[config.mk]
export PLATFORM = sky130hd
export DESIGN_NAME = instr_prefetch_queue_flat
export DESIGN_NICKNAME = d
export VERILOG_FILES = /design/src/rtl/instr_prefetch_queue_if.sv /design/src/rtl/instr_prefetch_queue.sv /design/src/flat_wrapper.sv
export SDC_FILE = /design/constraint.sdc
export NUM_CORES = 1
export LEC_CHECK = 0
export BUFFER_PORTS_ARGS = -buffer_cell sky130_fd_sc_hd__buf_2
export CAP_MARGIN = 20
export CORE_ASPECT_RATIO = 1.1
export CORE_MARGIN = 5
export CORE_UTILIZATION = 55
export CTS_CLUSTER_SIZE = 20
export DETAILED_ROUTE_END_ITERATION = 10
export PLACE_DENSITY = 0.83
export SYNTH_ARGS = -nofsm -noshare
export SYNTH_HDL_FRONTEND = slang
export SYNTH_SLANG_ARGS = --single-unit
export TNS_END_PERCENT = 10
[constraint.sdc]
create_clock -name clk -period 4.7 [get_ports clk]
set_input_delay 0.235 -clock clk [delete_from_list [all_inputs] [get_ports clk]]
set_output_delay 0.235 -clock clk [all_outputs]
set_load 0.01 [all_outputs]
[src/rtl/instr_prefetch_queue_if.sv]
// Bus bundle for the instruction prefetch queue: the instruction-memory
// request/grant/response port, the IF/ID valid/ready port and the
// taken-branch redirect input.
//
// Handshake semantics:
//   mem:  mem_req/mem_addr are held stable until mem_gnt is seen high at a
//         rising edge. Exactly one response (mem_rvalid) follows each grant,
//         at the earliest one cycle later, and never in a grant cycle.
//   out:  an entry transfers on a rising edge where out_valid && out_ready
//         (and no redirect). out_instr/out_pc stay stable while out_valid
//         is high and out_ready is low.
interface instr_prefetch_queue_if;
  logic        mem_req;
  logic [63:0] mem_addr;
  logic        mem_gnt;
  logic        mem_rvalid;
  logic [31:0] mem_rdata;

  logic        out_valid;
  logic [31:0] out_instr;
  logic [63:0] out_pc;
  logic        out_ready;

  logic        redirect_valid;
  logic [63:0] redirect_pc;

  // The prefetch queue itself
  modport master (
    output mem_req, mem_addr, out_valid, out_instr, out_pc,
    input  mem_gnt, mem_rvalid, mem_rdata, out_ready,
           redirect_valid, redirect_pc
  );

  // Memory, IF/ID stage and branch unit around it
  modport slave (
    input  mem_req, mem_addr, out_valid, out_instr, out_pc,
    output mem_gnt, mem_rvalid, mem_rdata, out_ready,
           redirect_valid, redirect_pc
  );
endinterface

[src/rtl/instr_prefetch_queue.sv]
// Instruction prefetch queue: fetches sequential words from instruction
// memory with a single outstanding request, buffers {instr, pc} pairs in a
// DEPTH-entry FIFO and hands them to IF/ID. A taken-branch redirect flushes
// the FIFO and restarts fetching at the target; a response that was already
// in flight when the redirect hit is dropped via the discard flag.
module instr_prefetch_queue #(
  parameter int          DEPTH    = 4,
  parameter logic [63:0] RESET_PC = 64'd0
) (
  input  logic                       clk,
  input  logic                       reset,      // async, active-low
  instr_prefetch_queue_if.master     bus,
  output logic [$clog2(DEPTH):0]     occupancy,
  output logic [1:0]                 dbg_state
);

  localparam int PTR_W = $clog2(DEPTH);
  localparam int OCC_W = PTR_W + 1;
  localparam logic [OCC_W-1:0] DEPTH_C = OCC_W'(DEPTH);

  typedef enum logic [1:0] {
    S_IDLE = 2'd0,
    S_REQ  = 2'd1,
    S_WAIT = 2'd2
  } state_e;

  state_e             state_q,    state_d;
  logic [63:0]        fetch_pc_q, fetch_pc_d;
  logic [63:0]        req_pc_q,   req_pc_d;
  logic [63:0]        mem_addr_q, mem_addr_d;
  logic               mem_req_q,  mem_req_d;
  logic               discard_q,  discard_d;
  logic [PTR_W-1:0]   wr_ptr_q,   wr_ptr_d;
  logic [PTR_W-1:0]   rd_ptr_q,   rd_ptr_d;
  logic [OCC_W-1:0]   count_q,    count_d;

  logic [31:0]        instr_mem_q [DEPTH];
  logic [63:0]        pc_mem_q    [DEPTH];

  logic               redirect;
  logic               rsp_fire;
  logic               push;
  logic               pop;
  logic               out_valid;

  // The two low bits of the branch target are forced to zero (word fetch)
  logic               unused_redirect_lsbs;
  assign unused_redirect_lsbs = ^bus.redirect_pc[1:0];

  assign redirect  = bus.redirect_valid;
  assign out_valid = (count_q != '0);
  assign rsp_fire  = (state_q == S_WAIT) && bus.mem_rvalid;
  assign push      = rsp_fire && !discard_q && !redirect;
  assign pop       = out_valid && bus.out_ready && !redirect;

  // Next-state logic for the fetch FSM, the PC registers and the FIFO pointers
  always_comb begin
    state_d    = state_q;
    fetch_pc_d = fetch_pc_q;
    req_pc_d   = req_pc_q;
    discard_d  = discard_q;
    wr_ptr_d   = wr_ptr_q;
    rd_ptr_d   = rd_ptr_q;
    count_d    = count_q;

    // Grant: remember the address actually issued; fetch_pc may already
    // point at a redirect target by now.
    if (state_q == S_REQ && bus.mem_gnt) begin
      state_d  = S_WAIT;
      req_pc_d = mem_addr_q;
    end

    if (push) begin
      fetch_pc_d = req_pc_q + 64'd4;
    end

    // A response always retires the discard flag, used or not
    if (rsp_fire) begin
      discard_d = 1'b0;
    end

    // Redirect: retarget, and mark any request that is still to answer.
    // A response landing in the redirect cycle is simply not pushed.
    if (redirect) begin
      fetch_pc_d = {bus.redirect_pc[63:2], 2'b00};
      if (state_q == S_REQ || (state_q == S_WAIT && !bus.mem_rvalid)) begin
        discard_d = 1'b1;
      end
    end

    // FIFO bookkeeping; redirect wins over push and pop
    if (redirect) begin
      wr_ptr_d = '0;
      rd_ptr_d = '0;
      count_d  = '0;
    end else begin
      if (push) wr_ptr_d = wr_ptr_q + PTR_W'(1);
      if (pop)  rd_ptr_d = rd_ptr_q + PTR_W'(1);
      case ({push, pop})
        2'b10:   count_d = count_q + OCC_W'(1);
        2'b01:   count_d = count_q - OCC_W'(1);
        default: count_d = count_q;
      endcase
    end

    // Issue only when the slot for the returning word is guaranteed
    if (state_q == S_IDLE && count_d < DEPTH_C) begin
      state_d = S_REQ;
    end
    if (rsp_fire) begin
      state_d = (count_d < DEPTH_C) ? S_REQ : S_IDLE;
    end

    // Request outputs are registered; the address is loaded on REQ entry
    // and then held until the grant
    mem_req_d  = (state_d == S_REQ);
    mem_addr_d = (state_d == S_REQ && state_q != S_REQ) ? fetch_pc_d : mem_addr_q;
  end

  // Control registers with asynchronous active-low reset
  always_ff @(posedge clk or negedge reset) begin
    if (!reset) begin
      state_q    <= S_IDLE;
      fetch_pc_q <= RESET_PC;
      req_pc_q   <= RESET_PC;
      mem_addr_q <= RESET_PC;
      mem_req_q  <= 1'b0;
      discard_q  <= 1'b0;
      wr_ptr_q   <= '0;
      rd_ptr_q   <= '0;
      count_q    <= '0;
    end else begin
      state_q    <= state_d;
      fetch_pc_q <= fetch_pc_d;
      req_pc_q   <= req_pc_d;
      mem_addr_q <= mem_addr_d;
      mem_req_q  <= mem_req_d;
      discard_q  <= discard_d;
      wr_ptr_q   <= wr_ptr_d;
      rd_ptr_q   <= rd_ptr_d;
      count_q    <= count_d;
    end
  end

  // FIFO storage; cleared on reset so the head reads as zero afterwards
  always_ff @(posedge clk or negedge reset) begin
    if (!reset) begin
      for (int i = 0; i < DEPTH; i++) begin
        instr_mem_q[i] <= '0;
        pc_mem_q[i]    <= '0;
      end
    end else if (push) begin
      instr_mem_q[wr_ptr_q] <= bus.mem_rdata;
      pc_mem_q[wr_ptr_q]    <= req_pc_q;
    end
  end

  assign bus.mem_req   = mem_req_q;
  assign bus.mem_addr  = mem_addr_q;
  assign bus.out_valid = out_valid;
  assign bus.out_instr = instr_mem_q[rd_ptr_q];
  assign bus.out_pc    = pc_mem_q[rd_ptr_q];
  assign occupancy     = count_q;
  assign dbg_state     = state_q;

endmodule

[src/flat_wrapper.sv]
// flat-port wrapper written by rule: the top's interface ports become plain ports
module instr_prefetch_queue_flat 
#(
  parameter int          DEPTH    = 4,
  parameter logic [63:0] RESET_PC = 64'd0
)
  (clk, reset, occupancy, dbg_state, bus_mem_req, bus_mem_addr, bus_out_valid, bus_out_instr, bus_out_pc, bus_mem_gnt, bus_mem_rvalid, bus_mem_rdata, bus_out_ready, bus_redirect_valid, bus_redirect_pc);
  instr_prefetch_queue_if bus_i ();
  input  logic clk;
  input  logic reset;
  output logic [$clog2(DEPTH):0] occupancy;
  output logic [1:0] dbg_state;
  output wire logic [$bits(bus_i.mem_req)-1:0] bus_mem_req;
  output wire logic [$bits(bus_i.mem_addr)-1:0] bus_mem_addr;
  output wire logic [$bits(bus_i.out_valid)-1:0] bus_out_valid;
  output wire logic [$bits(bus_i.out_instr)-1:0] bus_out_instr;
  output wire logic [$bits(bus_i.out_pc)-1:0] bus_out_pc;
  input wire logic [$bits(bus_i.mem_gnt)-1:0] bus_mem_gnt;
  input wire logic [$bits(bus_i.mem_rvalid)-1:0] bus_mem_rvalid;
  input wire logic [$bits(bus_i.mem_rdata)-1:0] bus_mem_rdata;
  input wire logic [$bits(bus_i.out_ready)-1:0] bus_out_ready;
  input wire logic [$bits(bus_i.redirect_valid)-1:0] bus_redirect_valid;
  input wire logic [$bits(bus_i.redirect_pc)-1:0] bus_redirect_pc;
  assign bus_mem_req = bus_i.mem_req;
  assign bus_mem_addr = bus_i.mem_addr;
  assign bus_out_valid = bus_i.out_valid;
  assign bus_out_instr = bus_i.out_instr;
  assign bus_out_pc = bus_i.out_pc;
  assign bus_i.mem_gnt = bus_mem_gnt;
  assign bus_i.mem_rvalid = bus_mem_rvalid;
  assign bus_i.mem_rdata = bus_mem_rdata;
  assign bus_i.out_ready = bus_out_ready;
  assign bus_i.redirect_valid = bus_redirect_valid;
  assign bus_i.redirect_pc = bus_redirect_pc;
  instr_prefetch_queue #(.DEPTH(DEPTH), .RESET_PC(RESET_PC)) u_core (.clk(clk), .reset(reset), .bus(bus_i), .occupancy(occupancy), .dbg_state(dbg_state));
endmodule
# [Word level (Yosys, flattened, before mapping)]
# Cells that the tools add are included.
[word_totals] inputBits=102 ramBits=0 word_cells=79 n_memories=0 mem_bits_ro=0 regBits=587 latch_bits=0
[classes] div=0 n_lt_le_gt_ge=4 multipliers=0 reduce_logical=18 n_eq_ne=6 n_addsub=5 mux=27 bitwise_logic=2 shift=0
[op_table] operator="$mux 64" n=5
[op_table] operator="$bwmux 256" n=1
[op_table] operator="$bmux 64 s2" n=1
[op_table] operator="$bwmux 128" n=1
[op_table] operator="$demux 64 s2" n=1
[op_table] operator="$mux 32" n=3
[op_table] operator="$add 64x3->64 const B" n=1
[op_table] operator="$bmux 32 s2" n=1
[op_table] operator="$demux 32 s2" n=1
[op_table] operator="$mux 2" n=7
[op_table] operator="$logic_and 1x1->1" n=10
[op_table] operator="$eq 2x1->1 const B" n=3
[op_table] operator="$ge 3x3->1 const B" n=2
[op_table] operator="$not 2->3" n=2
[op_table] operator="$pmux 3 s2" n=1
[op_table] operator="$add 2x1->2 const B" n=2
[op_table] operator="$eq 2x2->1 const B" n=2
[op_table] operator="$mux 1" n=4
[op_table] operator="$reduce_bool 2->1" n=2
[op_table] operator="$add 3x1->3 const B" n=1
[op_table] operator="$logic_not 1->1" n=3
[op_table] operator="$lt 3x1->1 const B" n=1
[op_table] operator="$lt 3x3->1 const B" n=1
[op_table] operator="$mux 3" n=1
[op_table] operator="other kinds (5)" n=5

# [Longest topological paths before layout]
# Gate-level depths: netlist of the first run.
[depth] depth_word=13 mapped_depth=15

# [Least setup slack after synthesis of the first run]
# OpenSTA, ideal clock, no wires.
[synth_path] path_kind="reg2reg" startpoint="register u_core.state_q[0], in the netlist u_core.dbg_state[0]" endpoint="register u_core.mem_addr_q[35], in the netlist u_core.bus.mem_addr[35]" period_less_slack_ns=3.877 path_stages_with_launch=15 n_path_buf=4 arrival_ns=3.753 setup_slack_ns=0.823 setup_time_ns=0.125 path_cell_list="dfrtp_1 -> buf_2 -> nand4bb_1 -> nor2_2 -> inv_2 -> buf_1 -> clkbuf_1 -> ha_1 -> fa_1 -> xnor2_1 -> o21ai_0 -> nand2_1 -> nor3_1 -> buf_2 -> mux2_2"
[synth_between] elab_chain_len=13
[synth_rtl] item="from (decl)" line_no="instr_prefetch_queue.sv:27" rtl="state_e state_q, state_d;"
[synth_rtl] item="from (signal assigned)" line_no="instr_prefetch_queue.sv:133" rtl="state_q <= state_d;"
[synth_rtl] item="$eq 2x2->1 (*)" line_no="instr_prefetch_queue.sv:52" rtl="assign rsp_fire = (state_q == S_WAIT) && bus.mem_rvalid;"
[synth_rtl] item="$logic_and 1x1->1 (*)" line_no="instr_prefetch_queue.sv:52"
[synth_rtl] item="$logic_and 1x1->1 (*) (2 in series)" line_no="instr_prefetch_queue.sv:53" rtl="assign push = rsp_fire && !discard_q && !redirect;"
[synth_rtl] item="$eq 2x1->1 or $eq 2x2->1 (tied branches)" line_no="instr_prefetch_queue.sv:99" rtl="case ({push, pop})"
[synth_rtl] item="$pmux 3 s2 (*)" line_no="instr_prefetch_queue.sv:99"
[synth_rtl] item="$mux 3 (*)" line_no="instr_prefetch_queue.sv:92" rtl="if (redirect) begin"
[synth_rtl] item="net u_core.count_d[2]" line_no="instr_prefetch_queue.sv:35" rtl="logic [OCC_W-1:0] count_q, count_d;"
[synth_rtl] item="$lt 3x3->1 (*)" line_no="instr_prefetch_queue.sv:107, instr_prefetch_queue.sv:111"
[synth_rtl] item="$logic_and 1x1->1" line_no="instr_prefetch_queue.sv:107" rtl="if (state_q == S_IDLE && count_d < DEPTH_C) begin"
[synth_rtl] item="$mux 2" line_no="instr_prefetch_queue.sv:107"
[synth_rtl] item="$mux 2 (*)" line_no="instr_prefetch_queue.sv:110" rtl="if (rsp_fire) begin"
[synth_rtl] item="$eq 2x1->1 (*)" line_no="instr_prefetch_queue.sv:117" rtl="mem_addr_d = (state_d == S_REQ && state_q != S_REQ) ? fetch_pc_d : mem_addr_q;"
[synth_rtl] item="$logic_and 1x1->1 (*)" line_no="instr_prefetch_queue.sv:117"
[synth_rtl] item="to (signal assigned)" line_no="instr_prefetch_queue.sv:136" rtl="mem_addr_q <= mem_addr_d;"
[synth_rtl] item="to (decl)" line_no="instr_prefetch_queue.sv:30" rtl="logic [63:0] mem_addr_q, mem_addr_d;"
# Mark *: on every way through the listed nets, which the timed path passes. The rest lies on a longest branch.
# A chain may end at the register's enable or synchronous reset.

# [Worst setup path after layout of the first run]
[layout_path] startpoint="register u_core.count_q[2], in the netlist u_core.occupancy[2]" endpoint="register u_core.mem_addr_q[27], in the netlist u_core.bus.mem_addr[27]"
[layout_between] elab_chain_len=12
[layout_rtl] item="from (decl)" line_no="instr_prefetch_queue.sv:35"
[layout_rtl] item="from (signal assigned)" line_no="instr_prefetch_queue.sv:141" rtl="count_q <= count_d;"
[layout_rtl] item="$reduce_bool 3->1" line_no="instr_prefetch_queue.sv:51" rtl="assign out_valid = (count_q != '0);"
[layout_rtl] item="$logic_and 1x1->1 (2 in series)" line_no="instr_prefetch_queue.sv:54" rtl="assign pop = out_valid && bus.out_ready && !redirect;"
[layout_rtl] item="$eq 2x1->1 or $eq 2x2->1 (tied branches)" line_no="instr_prefetch_queue.sv:99"
[layout_rtl] item="$pmux 3 s2 (*)" line_no="instr_prefetch_queue.sv:99"
[layout_rtl] item="$mux 3 (*)" line_no="instr_prefetch_queue.sv:92"
[layout_rtl] item="net u_core.count_d[2]" line_no="instr_prefetch_queue.sv:35"
[layout_rtl] item="$lt 3x3->1 (*)" line_no="instr_prefetch_queue.sv:107, instr_prefetch_queue.sv:111"
[layout_rtl] item="$logic_and 1x1->1" line_no="instr_prefetch_queue.sv:107"
[layout_rtl] item="$mux 2" line_no="instr_prefetch_queue.sv:107"
[layout_rtl] item="$mux 2 (*)" line_no="instr_prefetch_queue.sv:110"
[layout_rtl] item="$eq 2x1->1 (*)" line_no="instr_prefetch_queue.sv:117"
[layout_rtl] item="$logic_and 1x1->1 (*)" line_no="instr_prefetch_queue.sv:117"
# Marks and branches as above.

==> results.cfg, run 1 <==
[timing]
report.final.slew_viol_count = 0
final_hold_viol_count = 0
tns_ns = 0
rsz0062_at_grt = no
finClkSkew_ns = 0.0186
timing.slew.headroom_pct = 25.3
fin_crit_sh_pct = 75.9
worst_pin_slew_ns = 1.12
fin_crit_ns = 3.57
setup_viol_count_final = 0
clock.fmax_ghz = 0.280

[routing]
drc_errors = 0
first_pass_iters = 6
drt_iter0_drc = 1660
wl_per_cell_um = 24.2
vias_per_cell = 6.12
vias = 17957
wl_um = 70900
drtAntennaViolNets = 0

[floorplanning]
rows = 84
die_w_um = 220
start_util_pct = 55.6
die_h_um = 241
io_pins = 269
die_area_um2 = 52900
coreArea_um2 = 47800

[global_routing]
grt.total_usage_pct = 26.8
grt_pass1_vias = 19077
overflow = 0
antenna_found_initial = 3
grt_max_degree = 154
grt_pass1_wl_um = 110000

[pwr]
irDropWorstVdd_v = 0.000399
power.density_nw_per_um2 = 443
power.total_mw = 13.8
p_leak_nw = 15.0

[logic_synthesis]
ys_ff_latch = 587
syn_area_um2 = 26600
syn-num-nets = 2080
netlist_instances = 1970
ys_seq_area_share_pct = 55.2
synth.distinct_cells = 66
async_flop_share_pct = 100
syn_avg_cell_area_um2 = 13.5
yosysWarnings = 0
synth_edf_count = 0
ys.flop_type = dfrtp_1

[cells_and_area]
area_growth_syn_to_layout_pct = 17.0
drive_gt1_share_pct = 42.0
fillers = 3295
finalNetCount = 2353

[place]
portBuffers = 266
dp_hpwl_um = 43500
gp_congestion = 0.827

[cts]
cts_tree = yes
cts_resized = 0
clockBufferDepth = 3
numCtsBuffers = 57
clock_latency_ns = 0.61
cts.sinks = 587
clkTransAtPathRegs_ns = 0.06
cts_max_level = 2
cts-root-buf = clkbuf_16

[worst_setup_path]
critical_path_class = register to register
cp.required_ns = 5.19
arrival_ns = 4.06
worst-path-max-fanout = 43
critPathLaunchType = register
crit_path_end_kind = register

[hold_path]
hp-class = input pin to register

[status]
outcome = finished, final reports clean

[job]
cap_violations = 0
[through the flow]
step | util, % | cell area [um2] | instances | hold WS, ns | setup slack [ns]
finish | 65.1 | 31100 | 2934 | 0.0567 | 1.13
global placement | 59.4 | 28400 | 2735 | 0.321 | 1.28
detailed placement | 59.4 | 28400 | 2735 | 0.339 | 1.22
CTS | 65.1 | 31100 | 2931 | 0.0192 | 1.13
global route | 65.1 | 31100 | 2932 | 0.0295 | 0.903
floorplan | - | 26600 | 1970 | -0.0606 | 0.823
[synthesized netlist by cell type (8+ instances only)]
| cell type | count | area (um2) |
|---|---|---|
| a211oi_1 | 8 | 60.1 |
| a21oi_1 | 40 | 200 |
| a31oi_1 | 17 | 106 |
| and2_1 | 11 | 68.8 |
| and3_1 | 12 | 75.1 |
| and4_1 | 14 | 123 |
| buf_1 | 20 | 75.1 |
| buf_2 | 37 | 185 |
| clkbuf_1 | 101 | 379 |
| dfrtp_1 | 587 | 14700 |
| inv_1 | 11 | 41.3 |
| mux2_2 | 456 | 5130 |
| mux2i_1 | 9 | 90.1 |
| mux4_2 | 96 | 2160 |
| nand2_1 | 176 | 661 |
| nand3_1 | 18 | 90.1 |
| nand4_1 | 39 | 244 |
| nor2_1 | 75 | 282 |
| nor3_1 | 14 | 70.1 |
| nor3b_1 | 10 | 75.1 |
| nor4_1 | 16 | 100 |
| o21ai_0 | 44 | 220 |
| o221ai_1 | 12 | 105 |
| xnor2_1 | 24 | 210 |
| xor2_1 | 17 | 149 |
[registers in the layout (all words and copies together) (netlist names)]
| signal | flops |
|---|---|
| u_core.occupancy | 3 |
| u_core.req_pc_q | 64 |
| u_core.discard_q | 1 |
| u_core.bus.mem_req | 1 |
| u_core.wr_ptr_q | 2 |
| u_core.bus.mem_addr | 64 |
| u_core.rd_ptr_q | 2 |
| u_core.instr_mem_q | 128 |
| u_core.pc_mem_q | 256 |
| u_core.dbg_state | 2 |
| u_core.fetch_pc_q | 64 |
[power breakdown]
group	switching (mW)	leakage, nW	internal, mW
Combinational	1.19	6.29	1.22
Sequential	1.14	7.85	5.81
Clock	1.94	0.895	2.50
Total	4.27	15.0	9.52
[final cells by class]
cell class              count  area [um2]  share of cell area [%]
clock buffers              81        1620                    5.19
repair buffers            382        2560                    8.23
inverters                  12        45.0                   0.145
multi-input cells        1203       11200                    36.1
well taps                 645         807                    2.59
flip-flops and latches    587       14700                    47.2
diodes                      3        7.51                  0.0241
clock inverters            21         174                   0.559
[cells in the final DEF, fill, tap and decap left out, drive strengths merged, types with 8 or more instances in the layout]
| cell type | n |
|---|---|
| a211oi | 8 |
| a21oi | 41 |
| a31oi | 17 |
| and2 | 12 |
| and3 | 12 |
| and4 | 16 |
| buf | 288 |
| clkbuf | 81 |
| clkinv | 17 |
| dfrtp | 587 |
| dlygate4sd3 | 94 |
| inv | 14 |
| mux2 | 463 |
| mux2i | 9 |
| mux4 | 96 |
| nand2 | 176 |
| nand3 | 20 |
| nand4 | 43 |
| nor2 | 76 |
| nor3 | 15 |
| nor3b | 10 |
| nor4 | 19 |
| o21ai | 47 |
| o221ai | 17 |
| xnor2 | 24 |
| xor2 | 17 |
[routing by layer]
| metal | global-route usage (%) | routed length, um | up-vias |
|---|---|---|---|
| li1 | - | - | 7702 |
| met1 | 35.7 | 28300 | 9332 |
| met2 | 44.0 | 34700 | 745 |
| met3 | 5.61 | 5210 | 176 |
| met4 | 9.82 | 2640 | 2 |
| met5 | 0 | 13 | - |
[path summary, 6_finish.rpt]
path	from	to	slack (ns)	cells past startpoint
max in group asynchronous	reset	u_core.pc_mem_q[99]	3.10	3
setup / recovery	u_core.occupancy[2]	u_core.bus.mem_addr[27]	1.13	11
hold reg to reg	u_core.pc_mem_q[171]	u_core.pc_mem_q[171]	0.48	2
setup reg to reg	u_core.occupancy[2]	u_core.bus.mem_addr[27]	1.13	11
hold / removal	bus_redirect_valid	u_core.rd_ptr_q[1]	0.06	2
min in group asynchronous	reset	u_core.instr_mem_q[117]	0.25	2
[what timing repair did]
action / CTS / global route
buffers inserted: 0 / 0
hold endpoints to repair: 313 / 0
hold buffers: 94 / 0
endpoints found under the setup margin: 0 / 0
[worst max-delay path, stage by stage, from the launching register on]
cell     delay (ns)
dfrtp_1        0.41
or3_1          0.44
nand2_1        0.15
nor2_1         0.07
ha_1           0.27
fa_1           0.39
xnor2_1        0.15
o21ai_0        0.22
nand2_1        0.14
nor3_2         0.22
buf_4          0.53
mux2_2         0.40
[cell families (layout without fill, tap and decap cells)]
| logic type | count (synthesis) | in the layout | synth area share, % |
|---|---|---|---|
| flip-flops | 587 | 587 | 55.2 |
| multiplexers | 568 | 568 | 28.1 |
| AND/OR/NAND/NOR | 418 | 418 | 7.97 |
| buffers and inverters | 180 | 496 | 2.84 |
| AO/OA/AOI/OAI | 168 | 168 | 4.17 |
| XOR/XNOR | 41 | 41 | 1.35 |
| adder cells (fa/ha/maj) | 8 | 8 | 0.404 |
| other | 0 | 3 | 0 |
(Power assumes the default switching activity.)
==> inputs of run 2 (changes only) <==
--- a/config.mk
+++ b/config.mk
@@ -5,6 +5,7 @@
 export SDC_FILE = /design/constraint.sdc
 export NUM_CORES = 1
 export LEC_CHECK = 0
+export ABC_AREA = 1
 export BUFFER_PORTS_ARGS = -buffer_cell sky130_fd_sc_hd__buf_2
 export CAP_MARGIN = 20
 export CORE_ASPECT_RATIO = 1.1
==> constraint.sdc (replaced) <==
create_clock -name clk -period 3.6 [get_ports clk]
set_input_delay 0.18 -clock clk [delete_from_list [all_inputs] [get_ports clk]]
set_output_delay 0.18 -clock clk [all_outputs]
set_load 0.01 [all_outputs]
==> results.cfg, run 2 <==
[routing]
drt_iter0_drc = 2563
vias_per_cell = 5.65
vias = 23621
wl_per_cell_um = 18.7
wl_um = 78100
first_pass_iters = 6
drc_errors = 0
drtAntennaViolNets = 0

[pwr]
power.density_nw_per_um2 = 713
irDropWorstVdd_v = 0.000666
power.total_mw = 22.3
p_leak_nw = 15.7

[global_routing]
antenna_found_initial = 1
grt_pass1_vias = 23012
grt.total_usage_pct = 29.6
grt_pass1_wl_um = 124000
grtUsageMet3_pct = 5.10
globalRouteMet2Util_pct = 46.4
grt_max_degree = 193
top_usage_layer = met2
use_met1_pct = 41.4
overflow = 0

[timing]
setup_viol_count_final = 0
fin_crit_ns = 3.20
finClkSkew_ns = 0.0106
clock.fmax_ghz = 0.312
rsz0062_at_grt = no
timing.slew.headroom_pct = 47.2
final_hold_viol_count = 0
fin_crit_sh_pct = 89.0
worst_pin_slew_ns = 0.792
report.final.slew_viol_count = 0
tns_ns = 0

[cells_and_area]
reg.largest.list = u_core.pc_mem_q: 256 flops, u_core.instr_mem_q: 128 flops
instances_no_fill = 4179
area_growth_syn_to_layout_pct = 19.0
finalNetCount = 3596
largest_register_ffs = 256
fillers = 3878
regMostFlops = u_core.pc_mem_q
drive_gt1_share_pct = 12.6
final_cell_mix = nand2_1, dfrtp_1, o21ai_0, nor2_1, buf_2
layout_commonest_cell = nand2_1
fin_util_pct = 65.7

[floorplanning]
io_pins = 269
die_w_um = 218
die_h_um = 239
rows = 84
coreArea_um2 = 47500
die_area_um2 = 52200
start_util_pct = 55.2

[cts]
cts.sinks = 587
clockBufferDepth = 3
clock_latency_ns = 0.62
numCtsBuffers = 57
clkTransAtPathRegs_ns = 0.06
cts_max_level = 2
cts-root-buf = clkbuf_16
cts_tree = yes

[worst_setup_path]
rr_worst_depth = 19
crit_end = u_core.bus.mem_addr[23]
startpoint = u_core.dbg_state[0]
worst-path-max-fanout = 21
reg2reg_slack_ns = 0.40
arrival_ns = 3.76
r2r-start = u_core.dbg_state[0]
critical_path_class = register to register
crit_path_end_kind = register
critPathLaunchType = register
cp.required_ns = 4.16
r2r-end = u_core.bus.mem_addr[23]

[job]
cap_violations = 0

[logic_synthesis]
yosys-top-cells-area = dfrtp_1, nand2_1, o21ai_0, nor2_1, inv_1
synth_top_area_share_pct = 56.0
synthDominantAreaCellType = dfrtp_1
syn_avg_cell_area_um2 = 8.19
synth.distinct_cells = 32
yosysWarnings = 0
syn_area_um2 = 26200
synth_edf_count = 0
async_flop_share_pct = 100
ys_ff_latch = 587
synth_commonest_cells = nand2_1, dfrtp_1, o21ai_0
syn-num-nets = 3313
netlist_instances = 3203
ys_seq_area_share_pct = 56.0
ys.flop_type = dfrtp_1
synth.most_common_cell = nand2_1

[place]
dpl.cell_count = 3970
dp_hpwl_um = 50100
gp_congestion = 0.982
portBuffers = 266

[status]
outcome = finished, final reports clean

[hold_path]
hp-start = bus_redirect_valid
hp-class = input pin to register
[run 2: cell types whose count changed in the layout (fill, tap and decap cells not counted), moves of 32 or more]
cell | before | now
a21oi_1 | 40 | 72
inv_1 | 11 | 159
mux2_2 | 456 | 0
mux4_2 | 96 | 0
nand2_1 | 172 | 932
nand3_1 | 18 | 65
nor2_1 | 75 | 386
o21ai_0 | 44 | 518
o21ai_1 | 3 | 86
o22ai_1 | 0 | 96
[run 2: layout make-up]
| type | instances | area (um2) | area share (%) |
|---|---|---|---|
| diodes | 2 | 5.00 | 0.0160 |
| repair buffers | 415 | 2870 | 9.18 |
| multi-input cells | 2259 | 10200 | 32.7 |
| flip-flops and latches | 587 | 14700 | 47.1 |
| well taps | 645 | 807 | 2.58 |
| clock buffers | 77 | 1620 | 5.20 |
| inverters | 166 | 628 | 2.01 |
| clock inverters | 28 | 399 | 1.28 |
[run 2: worst min path at each step]
stage / endpoint / cells past startpoint
floorplan: u_core.bus.mem_addr[0] / 0
global placement: u_core.fetch_pc_q[12] / 1
detailed placement: u_core.fetch_pc_q[12] / 1
CTS: u_core.fetch_pc_q[19] / 4
global route: u_core.fetch_pc_q[20] / 4
finish: u_core.fetch_pc_q[19] / 4
[run 2: cells by family after synthesis]
group,share of synthesized area [%]
compound gates,16.6
xor+xnor,0.501
fa+ha+maj,0.410
buf+inv,5.47
flops,56.0
simple gates,21.0
[run 2: power breakdown]
| part | switching (mW) | internal (mW) | total (mW) |
|---|---|---|---|
| Clock | 2.61 | 3.82 | 6.43 |
| Sequential | 1.12 | 8.07 | 9.18 |
| Combinational | 4.51 | 2.16 | 6.67 |
[run 2: timing repair]
item / CTS / global route
hold endpoints to repair: 315 / 0
endpoints found under the setup margin: 8 / 44
buffers inserted: 0 / 2
pin swaps: 1 / 2
cloned: 1 / 1
hold buffers: 98 / 0
gates resized for setup: 0 / 3
[run 2: metrics by stage]
step,setup WS (ns),hold WS (ns),area (um2)
final,0.397,0.124,31200
after global routing,0.135,0.161,31200
after CTS,0.0540,0.0958,31200
after detailed placement,-0.0179,0.232,28200
after global placement,0.107,0.226,28200
after floorplan,0.598,-0.116,26200
[run 2: critical path, stage by stage (launching register included)]
cell and delay, ns:
dfrtp_1 0.41, inv_1 0.12, nand3_2 0.12, nor2_2 0.11, inv_2 0.06, nor2_4 0.08, inv_2 0.04, ha_1 0.21
fa_1 0.40, inv_1 0.07, nand2_1 0.06, nand3_1 0.07, nand2_1 0.05, nand3_1 0.12, nand2_1 0.08, nand3_1 0.11
nand3_2 0.25, nor2_4 0.58, nand2_1 0.10, nand2_1 0.09
[run 2: per-layer routing]
| layer | vias up | part of all wire [%] |
|---|---|---|
| met5 | - | 0 |
| met4 | 0 | 4.4 |
| met3 | 170 | 7.7 |
| met2 | 1046 | 46 |
| met1 | 11378 | 41 |
| li1 | 11027 | - |
